File: config.mk
export PLATFORM = sky130hd
export DESIGN_NAME = bank_timing_fsm
export DESIGN_NICKNAME = d
export VERILOG_FILES = /design/src/rtl/bank_timing_fsm.sv
export SDC_FILE = /design/constraint.sdc
export NUM_CORES = 1
export LEC_CHECK = 0
export ABC_AREA = 1
export CAP_MARGIN = 20
export CORE_MARGIN = 10
export CORE_UTILIZATION = 51
export CTS_BUF_LIST = sky130_fd_sc_hd__clkbuf_2
export DETAILED_ROUTE_END_ITERATION = 8
export DONT_BUFFER_PORTS = 1
export MAX_ROUTING_LAYER = met4
export PLACE_DENSITY = 0.66
export SLEW_MARGIN = 20
export SYNTH_ARGS = -nofsm -noshare
export SYNTH_HDL_FRONTEND = slang
export SYNTH_SLANG_ARGS = --single-unit
File: constraint.sdc
create_clock -name clk -period 1.82 [get_ports clk]
set_input_delay 0.182 -clock clk [delete_from_list [all_inputs] [get_ports clk]]
set_output_delay 0.182 -clock clk [all_outputs]
set_load 0.1 [all_outputs]
File: src/rtl/bank_timing_fsm.sv
// Per-bank DRAM timing sequencer: walks one bank through activate, read, write, precharge
// and refresh phases, holding each phase for its timing parameter.
module bank_timing_fsm #(
    parameter int unsigned ADDRWIDTH = 17,
    parameter int unsigned TCWIDTH   = 6,
    parameter int unsigned TRCD      = 4,
    parameter int unsigned TRP       = 4,
    parameter int unsigned TCL       = 5,
    parameter int unsigned TCWL      = 4,
    parameter int unsigned BL        = 8,
    parameter int unsigned TRFC      = 16
) (
    input  logic                 clk,
    input  logic                 reset_n,
    input  logic                 cmd_valid,
    input  logic [2:0]           cmd,
    input  logic [ADDRWIDTH-1:0] cmd_row,
    output logic [4:0]           BankFSM,
    output logic [ADDRWIDTH-1:0] RowId,
    output logic                 busy,
    output logic                 illegal
);

    localparam int unsigned CntRange = 2 ** TCWIDTH;

    if (TRCD < 1 || TRP < 1 || TCL < 1 || TCWL < 1 || TRFC < 1 || BL < 2 || (BL % 2) != 0 ||
        TRCD > CntRange || TRP > CntRange || TCL > CntRange || TCWL > CntRange ||
        TRFC > CntRange || (BL / 2) > CntRange) begin : g_param_check
        $error("bank_timing_fsm: timing parameter out of range for TCWIDTH");
    end

    localparam logic [2:0] CmdNop = 3'b000;
    localparam logic [2:0] CmdAct = 3'b001;
    localparam logic [2:0] CmdRd  = 3'b010;
    localparam logic [2:0] CmdWr  = 3'b011;
    localparam logic [2:0] CmdPre = 3'b100;
    localparam logic [2:0] CmdRef = 3'b101;

    localparam logic [TCWIDTH-1:0] LdTrcd = TCWIDTH'(TRCD - 1);
    localparam logic [TCWIDTH-1:0] LdTrp  = TCWIDTH'(TRP - 1);
    localparam logic [TCWIDTH-1:0] LdTcl  = TCWIDTH'(TCL - 1);
    localparam logic [TCWIDTH-1:0] LdTcwl = TCWIDTH'(TCWL - 1);
    localparam logic [TCWIDTH-1:0] LdData = TCWIDTH'(BL / 2 - 1);
    localparam logic [TCWIDTH-1:0] LdTrfc = TCWIDTH'(TRFC - 1);

    typedef enum logic [4:0] {
        StIdle        = 5'b00000,
        StActivating  = 5'b00001,
        StBankActive  = 5'b00010,
        StRefreshing  = 5'b00111,
        StPrecharging = 5'b01010,
        StRdLat       = 5'b01011,
        StRdData      = 5'b01100,
        StWrLat       = 5'b10010,
        StWrData      = 5'b10011
    } state_e;

    state_e                 state_q, state_d;
    logic [TCWIDTH-1:0]     cnt_q, cnt_d;
    logic [ADDRWIDTH-1:0]   row_q, row_d;
    logic                   busy_q, busy_d;
    logic                   illegal_q, illegal_d;
    logic                   cmd_live;
    logic                   timed;
    logic                   expired;

    assign cmd_live = cmd_valid && (cmd != CmdNop);
    assign timed    = (state_q != StIdle) && (state_q != StBankActive);
    assign expired  = (cnt_q == '0);

    always_comb begin
        state_d   = state_q;
        cnt_d     = cnt_q;
        row_d     = row_q;
        illegal_d = 1'b0;

        // Timed states reject every command, including on their exit cycle.
        if (timed) begin
            illegal_d = cmd_live;
            if (!expired) begin
                cnt_d = cnt_q - TCWIDTH'(1);
            end
        end

        case (state_q)
            StIdle: begin
                if (cmd_live) begin
                    case (cmd)
                        CmdAct: begin
                            state_d = StActivating;
                            cnt_d   = LdTrcd;
                            row_d   = cmd_row;
                        end
                        CmdRef: begin
                            state_d = StRefreshing;
                            cnt_d   = LdTrfc;
                        end
                        CmdPre:  ;
                        default: illegal_d = 1'b1;
                    endcase
                end
            end
            StBankActive: begin
                if (cmd_live) begin
                    case (cmd)
                        CmdRd: begin
                            state_d = StRdLat;
                            cnt_d   = LdTcl;
                        end
                        CmdWr: begin
                            state_d = StWrLat;
                            cnt_d   = LdTcwl;
                        end
                        CmdPre: begin
                            state_d = StPrecharging;
                            cnt_d   = LdTrp;
                        end
                        default: illegal_d = 1'b1;
                    endcase
                end
            end
            StActivating: if (expired) state_d = StBankActive;
            StRdLat: begin
                if (expired) begin
                    state_d = StRdData;
                    cnt_d   = LdData;
                end
            end
            StRdData: if (expired) state_d = StBankActive;
            StWrLat: begin
                if (expired) begin
                    state_d = StWrData;
                    cnt_d   = LdData;
                end
            end
            StWrData:      if (expired) state_d = StBankActive;
            StPrecharging: if (expired) state_d = StIdle;
            StRefreshing:  if (expired) state_d = StIdle;
            default: begin
                state_d = StIdle;
                cnt_d   = '0;
            end
        endcase

        busy_d = (state_d != StIdle) && (state_d != StBankActive);
    end

    always_ff @(posedge clk or negedge reset_n) begin
        if (!reset_n) begin
            state_q   <= StIdle;
            cnt_q     <= '0;
            row_q     <= '0;
            busy_q    <= 1'b0;
            illegal_q <= 1'b0;
        end else begin
            state_q   <= state_d;
            cnt_q     <= cnt_d;
            row_q     <= row_d;
            busy_q    <= busy_d;
            illegal_q <= illegal_d;
        end
    end

    assign BankFSM = state_q;
    assign RowId   = row_q;
    assign busy    = busy_q;
    assign illegal = illegal_q;

endmodule

### Word level (Yosys, flattened, before mapping)

Cells that the tools add are included.

* word-level logic and storage cells: 60
* output and inout port bits: 24
* flip-flop bits (word level): 30

* $add $sub $neg: 1
* reductions and logical operators: 16
* eq/ne operators: 15
* muxes and demuxes: 23

Operator list (count)
* $mux 5: 6
* $mux 6: 5
* $pmux 5 s6: 1
* $pmux 6 s2: 2
* $pmux 6 s4: 1
* $eq 5x4->1 const B: 3
* $pmux 5 s3: 1
* $eq 5x5->1 const B: 2
* $ne 5x2->1 const B: 2
* $pmux 5 s2: 1
* $reduce_bool 5->1: 2
* $reduce_or 3->1: 3
* $eq 3x2->1 const B: 2
* $eq 3x3->1 const B: 2
* $logic_not 6->1: 1
* $reduce_or 2->1: 3
* $sub 6x1->6 const B: 1
* $eq 5x1->1 const B: 1
* $eq 5x2->1 const B: 1
* $eq 5x3->1 const B: 1
* $logic_not 5->1: 1
* $mux 1: 5
* $reduce_or 5->1: 1
* $eq 3x1->1 const B: 1
* other kinds (4): 6

### Longest topological paths before layout

Gate-level depths: netlist of the first run.

* word-level depth: 6
* gate-level depth with buffers: 11

### Worst setup path after synthesis of the first run

OpenSTA, ideal clock, no wires.

* path type: reg2reg
* from: reg state_q[1], in the netlist BankFSM[1]
* to: reg row_q[10], in the netlist RowId[10]
* clock period less this slack: 2.179 ns
* data arrival time: 2.053 ns
* library setup time: 0.125 ns
* slack: -0.359 ns
* cell stages (with the launch flop): 8
* cells stage by stage: dfrtp_1 buf_4 nor2_2 nand3_4 clkinv_2 nand2_4 buf_6 mux2_4

* longest elaborated chain between the ends: 2

Ends and longest elaborated chain
* start, declared: line 58 `state_e state_q, state_d;`
* start signal, assigned: line 150 `state_q <= StIdle;`
* start signal, assigned: line 156 `state_q <= state_d;`
* $logic_not 5->1: line 85 `case (state_q)`
* $reduce_and 3->1 (no source line)
* end signal, assigned: line 158 `row_q <= row_d;`
* end, declared: line 60 `logic [ADDRWIDTH-1:0] row_q, row_d;`

Every way passes these cells.
A chain may end at the register's enable or synchronous reset.

### Worst setup path in the final report of the first run

* from: reg cnt_q[1]
* to: reg busy_q, in the netlist busy

* longest elaborated chain between the ends: 5

Ends and longest elaborated chain
* start, declared: line 59 `logic [TCWIDTH-1:0] cnt_q, cnt_d;`
* start signal, assigned: line 157 `cnt_q <= cnt_d;`
* $logic_not 6->1 (*): line 69 `assign expired = (cnt_q == '0);`
* $mux 5, on equally long branches
* $pmux 5 s6 (*): line 85
* net state_d[4]: line 58
* $ne 5x2->1 / $reduce_bool 5->1 (equally long branches): line 145 `busy_d = (state_d != StIdle) && (state_d != StBankActive);`
* $logic_and 1x1->1 (*): line 145
* net busy_d: line 61 `logic busy_q, busy_d;`
* end signal, assigned: line 159 `busy_q <= busy_d;`
* end, declared: line 61

Mark *: on every way through the listed nets, which the timed path passes. The rest lies on a longest branch.

==> results of run 1 <==
[timing repair]
action | in CTS | in global routing
endpoints found under the hold margin | 48 | 0
setup endpoints to repair | 0 | 4
resized for setup | 0 | 5
hold buffers | 20 | 0
[per-stage QoR]
stage,util,instances,hold slack (ns)
CTS,0.677,322,0.0542
global placement,0.603,294,-0.113
global route,0.683,322,0.0814
floorplan,-,224,-0.114
detailed placement,0.603,294,-0.113
finish,0.683,322,0.0834
[worst paths after layout]
path / start / slack, ns / cells past startpoint / to
setup reg to reg: cnt_q[1] / 0.26 / 8 / busy
max in group asynchronous: reset_n / 1.37 / 2 / BankFSM[1]
hold reg to reg: RowId[4] / 0.53 / 1 / RowId[4]
min in group asynchronous: reset_n / 0.27 / 2 / cnt_q[5]
setup / recovery: cnt_q[1] / 0.26 / 8 / busy
hold / removal: cmd[2] / 0.08 / 3 / illegal
[cell families (layout without fill, tap and decap cells)]
family / after synthesis / in the layout / share of synthesized area
xor gates and xnor gates: 1 / 1 / 0.00490
buffers and inverters: 35 / 87 / 0.0805
DFF: 30 / 30 / 0.420
adders and majority gates: 1 / 1 / 0.00700
AOI/OAI and AO/OA: 19 / 19 / 0.0581
muxes: 17 / 17 / 0.128
and+or+nand+nor: 121 / 121 / 0.301
[placed cells by master, fill, tap and decap left out]
cell,instances
o21ai_0,6
a21oi_1,10
clkinv_2,2
nor3_1,4
nand3_1,20
dfrtp_1,25
inv_2,1
nor2_1,26
buf_4,26
xor2_1,1
or2_0,1
nand4_1,1
buf_12,1
dlygate4sd3_1,19
clkinv_1,1
clkbuf_2,6
inv_1,31
o21bai_1,1
nand3_4,2
nor2_2,3
mux2_4,10
mux2_2,7
dfrtp_4,1
nand2_2,2
dfrtp_2,4
nand2_1,58
nand2_4,1
nor2_4,2
ha_2,1
nand3b_1,1
a21boi_0,1
o2111ai_1,1
[layer usage]
metal | global-route usage | up-vias
met5 | - | -
li1 | - | 822
met3 | 0.0529 | 4
met1 | 0.163 | 738
met4 | 0.0448 | 0
met2 | 0.243 | 55
[registers in the layout, indices dropped and copies added (netlist names)]
signal   cells
cnt_q        6
BankFSM      5
illegal      1
busy         1
RowId       17
[cell type report]
class,count,area share
Sequential cell,30,0.330
Clock buffer,6,0.0131
Inverter,33,0.0544
Tap cell,46,0.0250
Timing Repair Buffer,46,0.176
Multi-Input combinational cell,159,0.397
Clock inverter,2,0.00381
[worst reg2reg max path: stages, from the launching register on]
cell,delay [ns]
dfrtp_1,0.43
inv_1,0.09
ha_2,0.24
nand2_1,0.08
nor2_2,0.13
buf_4,0.14
o21ai_0,0.15
nor2_1,0.15
nand2_1,0.06
==> flow_summary.yaml, run 1 <==
synth:
  avgSynthCellArea_sq_um: 7.98
  synth_seq_cells: 30
  yosys.area.top_type: "dfrtp_1"
  yosysWarningCount: 0
  yosys-top-cells-area: "dfrtp_1, nand2_1, mux2_4"
  synth-edff-count: 0
  synth_fp_nets: 248
  mappedNetlistArea_sq_um: 1790
  synth_flop_cell: "dfrtp_1"
  ys_types: 27
  seq_area_frac_synth: 0.420
  synthCells: 224
  synth.top_cells.by_count: "nand2_1, inv_1, dfrtp_1, nor2_1, nand3_1"
  yosysTopAreaCellShare: 0.420
  async_flop_share: 1.00
  synth.most_common_cell: "nand2_1"
layout:
  multi_input_area_sq_um: 912
  syn_to_final_growth_pct: 28.6
  diodes: 0
  num-fill-cells: 287
  drive_above_1_share: 0.250
  final-seq-area_sq_um: 759
  final_area_sq_um: 2300
  final_nets: 299
sta:
  fmax_ghz: 0.640
  relSlewSlack: 0.732
  rsz0062_at_grt: "no"
  period_share: 0.859
  worst_slack_ns: 0.257
  drv_slew: 0
  fin_skew_ns: 0.0155
  setup-tns-final_ns: 0
  fin_crit_ns: 1.56
  worstMarginPinSlew_ns: 0.399
  finalSetupViolCount: 0
  hold_violations: 0
run_status:
  outcome: "completed"
critical_path:
  worstPathRequired_ns: 2.06
  cp_num_buf_inv: 2
  crit_top_cell: "nand2_1"
  critPathMaxStageDelay_ns: 0.43
  path_max_fanout: 5
  end_kind: "register"
  crit_type: "reg -> reg"
  cp-start-kind: "register"
  crit_arrival_ns: 1.80
  crit_family: "flip-flops"
  crit_path_top_delay_cell: "dfrtp_1"
  crit_path_cell_trace: "inv_1, ha_2, nand2_1, nor2_2, buf_4, o21ai_0, nor2_1, nand2_1"
global_routing:
  grt.total_usage: 0.147
  overflow: 0
  antenna_found_initial: 0
  grt_max_degree: 31
  first_global_vias: 1566
  grt_pass1_wl_microns: 7290
drt:
  wl_met1_microns: 1790
  vias: 1619
  drcViolationCount: 0
  vias_per_cell: 5.03
  wl_microns: 4280
  drtPass1Iterations: 4
  dr_wl_met2_microns: 2140
  wl_met3_microns: 317
  ant_nets: 0
  topRoutingLayerUsed: "met4"
  drt-initial-drc-count: 113
  routedWlPerCell_microns: 13.3
floorplan:
  row_count: 21
  io_pins: 47
  die_w_microns: 79.2
  dieArea_sq_um: 6270
  placeableCoreArea_sq_um: 3360
  die_h_microns: 79.2
  initial_utilization: 0.531
clocking:
  path_clk_slew_ns: 0.13
  cts_buffer_depth: 2
  cts_setup_buffers: 0
  root_buffer: "clkbuf_2"
  clock_latency_ns: 0.35
  htree_levels: 2
  cts_tree: "yes"
  cts_buffers: 5
  cts.sink_count: 30
placed_design:
  placement.io_buffers: 0
  dp_worst_setup_slack_ns: 0.116
  placed_area_sq_um: 2030
  place.gp.congestion: 0.970
  dp_hpwl_microns: 3220
worst_hold_path:
  hp-class: "in -> reg"
run:
  drv_cap: 0
Power of run 1 is left out: the tool's default activity adds up to more than one toggle a clock period on the data nets, which glitch-free logic cannot reach.
==> run 2, diff against run 1 <==
clock period = 1.45 ns   (was 1.82 ns; I/O delays follow)
==> flow_summary.yaml, run 2 (synthesized netlist as in run 1, its figures left out) <==
pwr:
  seq_power_share: 0.213
  swShare: 0.576
  clock_power_share: 0.058
  p_leak_nw: 1.49
  intPower_mw: 2.95
  max-vdd-ir-drop_uv: 2030
  p_per_area_nw_per_um2: 2520
  switchingPower_mw: 4.01
  p_comb_frac: 0.729
drt:
  routedWlPerCell_microns: 16.7
  ant_nets: 0
  drt-initial-drc-count: 191
  drcViolationCount: 0
  vias_per_cell: 5.43
  drtPass1Iterations: 5
  vias: 1906
  wl_microns: 5860
layout:
  layout.cells.most_common: "nand2_1"
  syn_to_final_growth_pct: 54.7
  layout_common_cells: "nand2_1, buf_4, dfrtp_1, inv_1, dlygate4sd3_1"
  final_nets: 328
  largest_reg_flops: 17
  final-seq-area_sq_um: 769
  diodes: 0
  num-fill-cells: 208
  drive_above_1_share: 0.443
  utilization: 0.822
  multi_input_area_sq_um: 1110
floorplan:
  row_count: 21
  initial_utilization: 0.531
  dieArea_sq_um: 6270
  placeableCoreArea_sq_um: 3360
  die_w_microns: 79.2
  io_pins: 47
  die_h_microns: 79.2
sta:
  drv_slew: 0
  holdWs_ns: 0.0163
  fmax_ghz: 0.649
  fin_crit_ns: 1.54
  period_share: 1.06
  rsz0062_at_grt: "yes"
  worst_slack_ns: -0.0920
  relSlewSlack: 0.770
  finalSetupViolCount: 28
  worstMarginPinSlew_ns: 0.342
  fin_skew_ns: 0.0136
  hold_violations: 0
global_routing:
  antenna_found_initial: 0
  overflow: 0
  grt.total_usage: 0.170
  first_global_vias: 1753
  grt_max_degree: 31
  grt_pass1_wl_microns: 8360
clocking:
  clock_latency_ns: 0.37
  cts_buffer_depth: 2
  htree_levels: 2
  cts_buffers: 5
  cts_tree: "yes"
  path_clk_slew_ns: 0.14
  root_buffer: "clkbuf_2"
  cts.sink_count: 30
critical_path:
  end_kind: "register"
  path_max_fanout: 6
  crit_path_cell_trace: "buf_4, nand2_1, inv_2, nand2_4, nand2_1, nand2_1, nand2_1, a21oi_1, nand3_1"
  crit_arrival_ns: 1.80
  cp-start-kind: "register"
  crit_family: "flip-flops"
  critPathMaxStageDelay_ns: 0.57
  cp_num_buf_inv: 2
  crit_top_cell: "nand2_1"
  crit_path_top_delay_cell: "dfrtp_4"
  worstPathRequired_ns: 1.71
  crit_start: "BankFSM[0]"
  r2r_start: "BankFSM[0]"
  crit_type: "reg -> reg"
placed_design:
  place.gp.congestion: 0.949
  dp_hpwl_microns: 3730
  placement.io_buffers: 0
run_status:
  outcome: "finished with violations"
  failed_checks: "negative setup slack"
worst_hold_path:
  hp-class: "in -> reg"
  hold_start: "cmd[2]"
run:
  drv_cap: 0
-- run 2: path summary, 6_finish.rpt --
| check | to | slack (ns) | cells after the start |
|---|---|---|---|
| setup / recovery | cnt_q[0] | -0.09 | 9 |
| min in group asynchronous | RowId[15] | 0.20 | 2 |
| setup reg to reg | cnt_q[0] | -0.09 | 9 |
| hold reg to reg | RowId[15] | 0.53 | 1 |
| max in group asynchronous | BankFSM[3] | 1.06 | 2 |
| hold / removal | illegal | 0.02 | 3 |
-- run 2: cell type report --
type,count,share of cell area
sequential,30,0.278
clock buffer,6,0.0109
multi-input combinational,160,0.402
tap,46,0.0208
inverter,33,0.0475
timing repair buffer,74,0.237
clock inverter,2,0.00317
-- run 2: per-stage QoR --
| stage | power [mW] | instance area [sq um] | setup slack (ns) | std cells | setup TNS, ns |
|---|---|---|---|---|---|
| 2_1_floorplan | 4.69 | 1840 | -0.265 | 224 | -3.92 |
| 4_1_cts | 6.45 | 2520 | -0.0633 | 345 | -1.19 |
| 3_3_place_gp | 5.78 | 2230 | -0.0679 | 316 | -0.261 |
| 5_1_grt | 7.27 | 2760 | -0.164 | 351 | -2.97 |
| 3_5_place_dp | 5.87 | 2230 | -0.110 | 316 | -0.994 |
| 6_report | 6.96 | 2760 | -0.0920 | 351 | -1.64 |
-- run 2: metal layers --
metal	up-vias	track usage	wire [microns]
met1	915	0.185	2150
li1	877	-	-
met2	94	0.294	3110
met3	20	0.0552	454
met5	-	-	0
met4	0	0.0394	150
-- run 2: power groups by stage --
stage | combinational, mW | sequential (mW) | clock, mW
after CTS | 4.60 | 1.44 | 0.413
after floorplan | 1.23 | 3.46 | 0
after detailed placement | 4.41 | 1.46 | 0
after global placement | 4.35 | 1.43 | 0
final | 5.07 | 1.48 | 0.406
after global routing | 5.30 | 1.53 | 0.442
-- run 2: tightest hold or removal path, delay by kind of cell --
kind / cells / cell delay (ns)
simple gates: 2 / 0.17
compound gates: 1 / 0.04
-- run 2: repair_timing --
| action | CTS | global route |
|---|---|---|
| buffers inserted | 0 | 6 |
| gates cloned | 1 | 0 |
| gates resized for setup | 10 | 52 |
| setup endpoints to repair | 28 | 30 |
| hold buffers | 20 | 0 |
| hold endpoints to repair | 48 | 0 |
| pin swaps | 5 | 13 |
(Power assumes the default switching activity.)
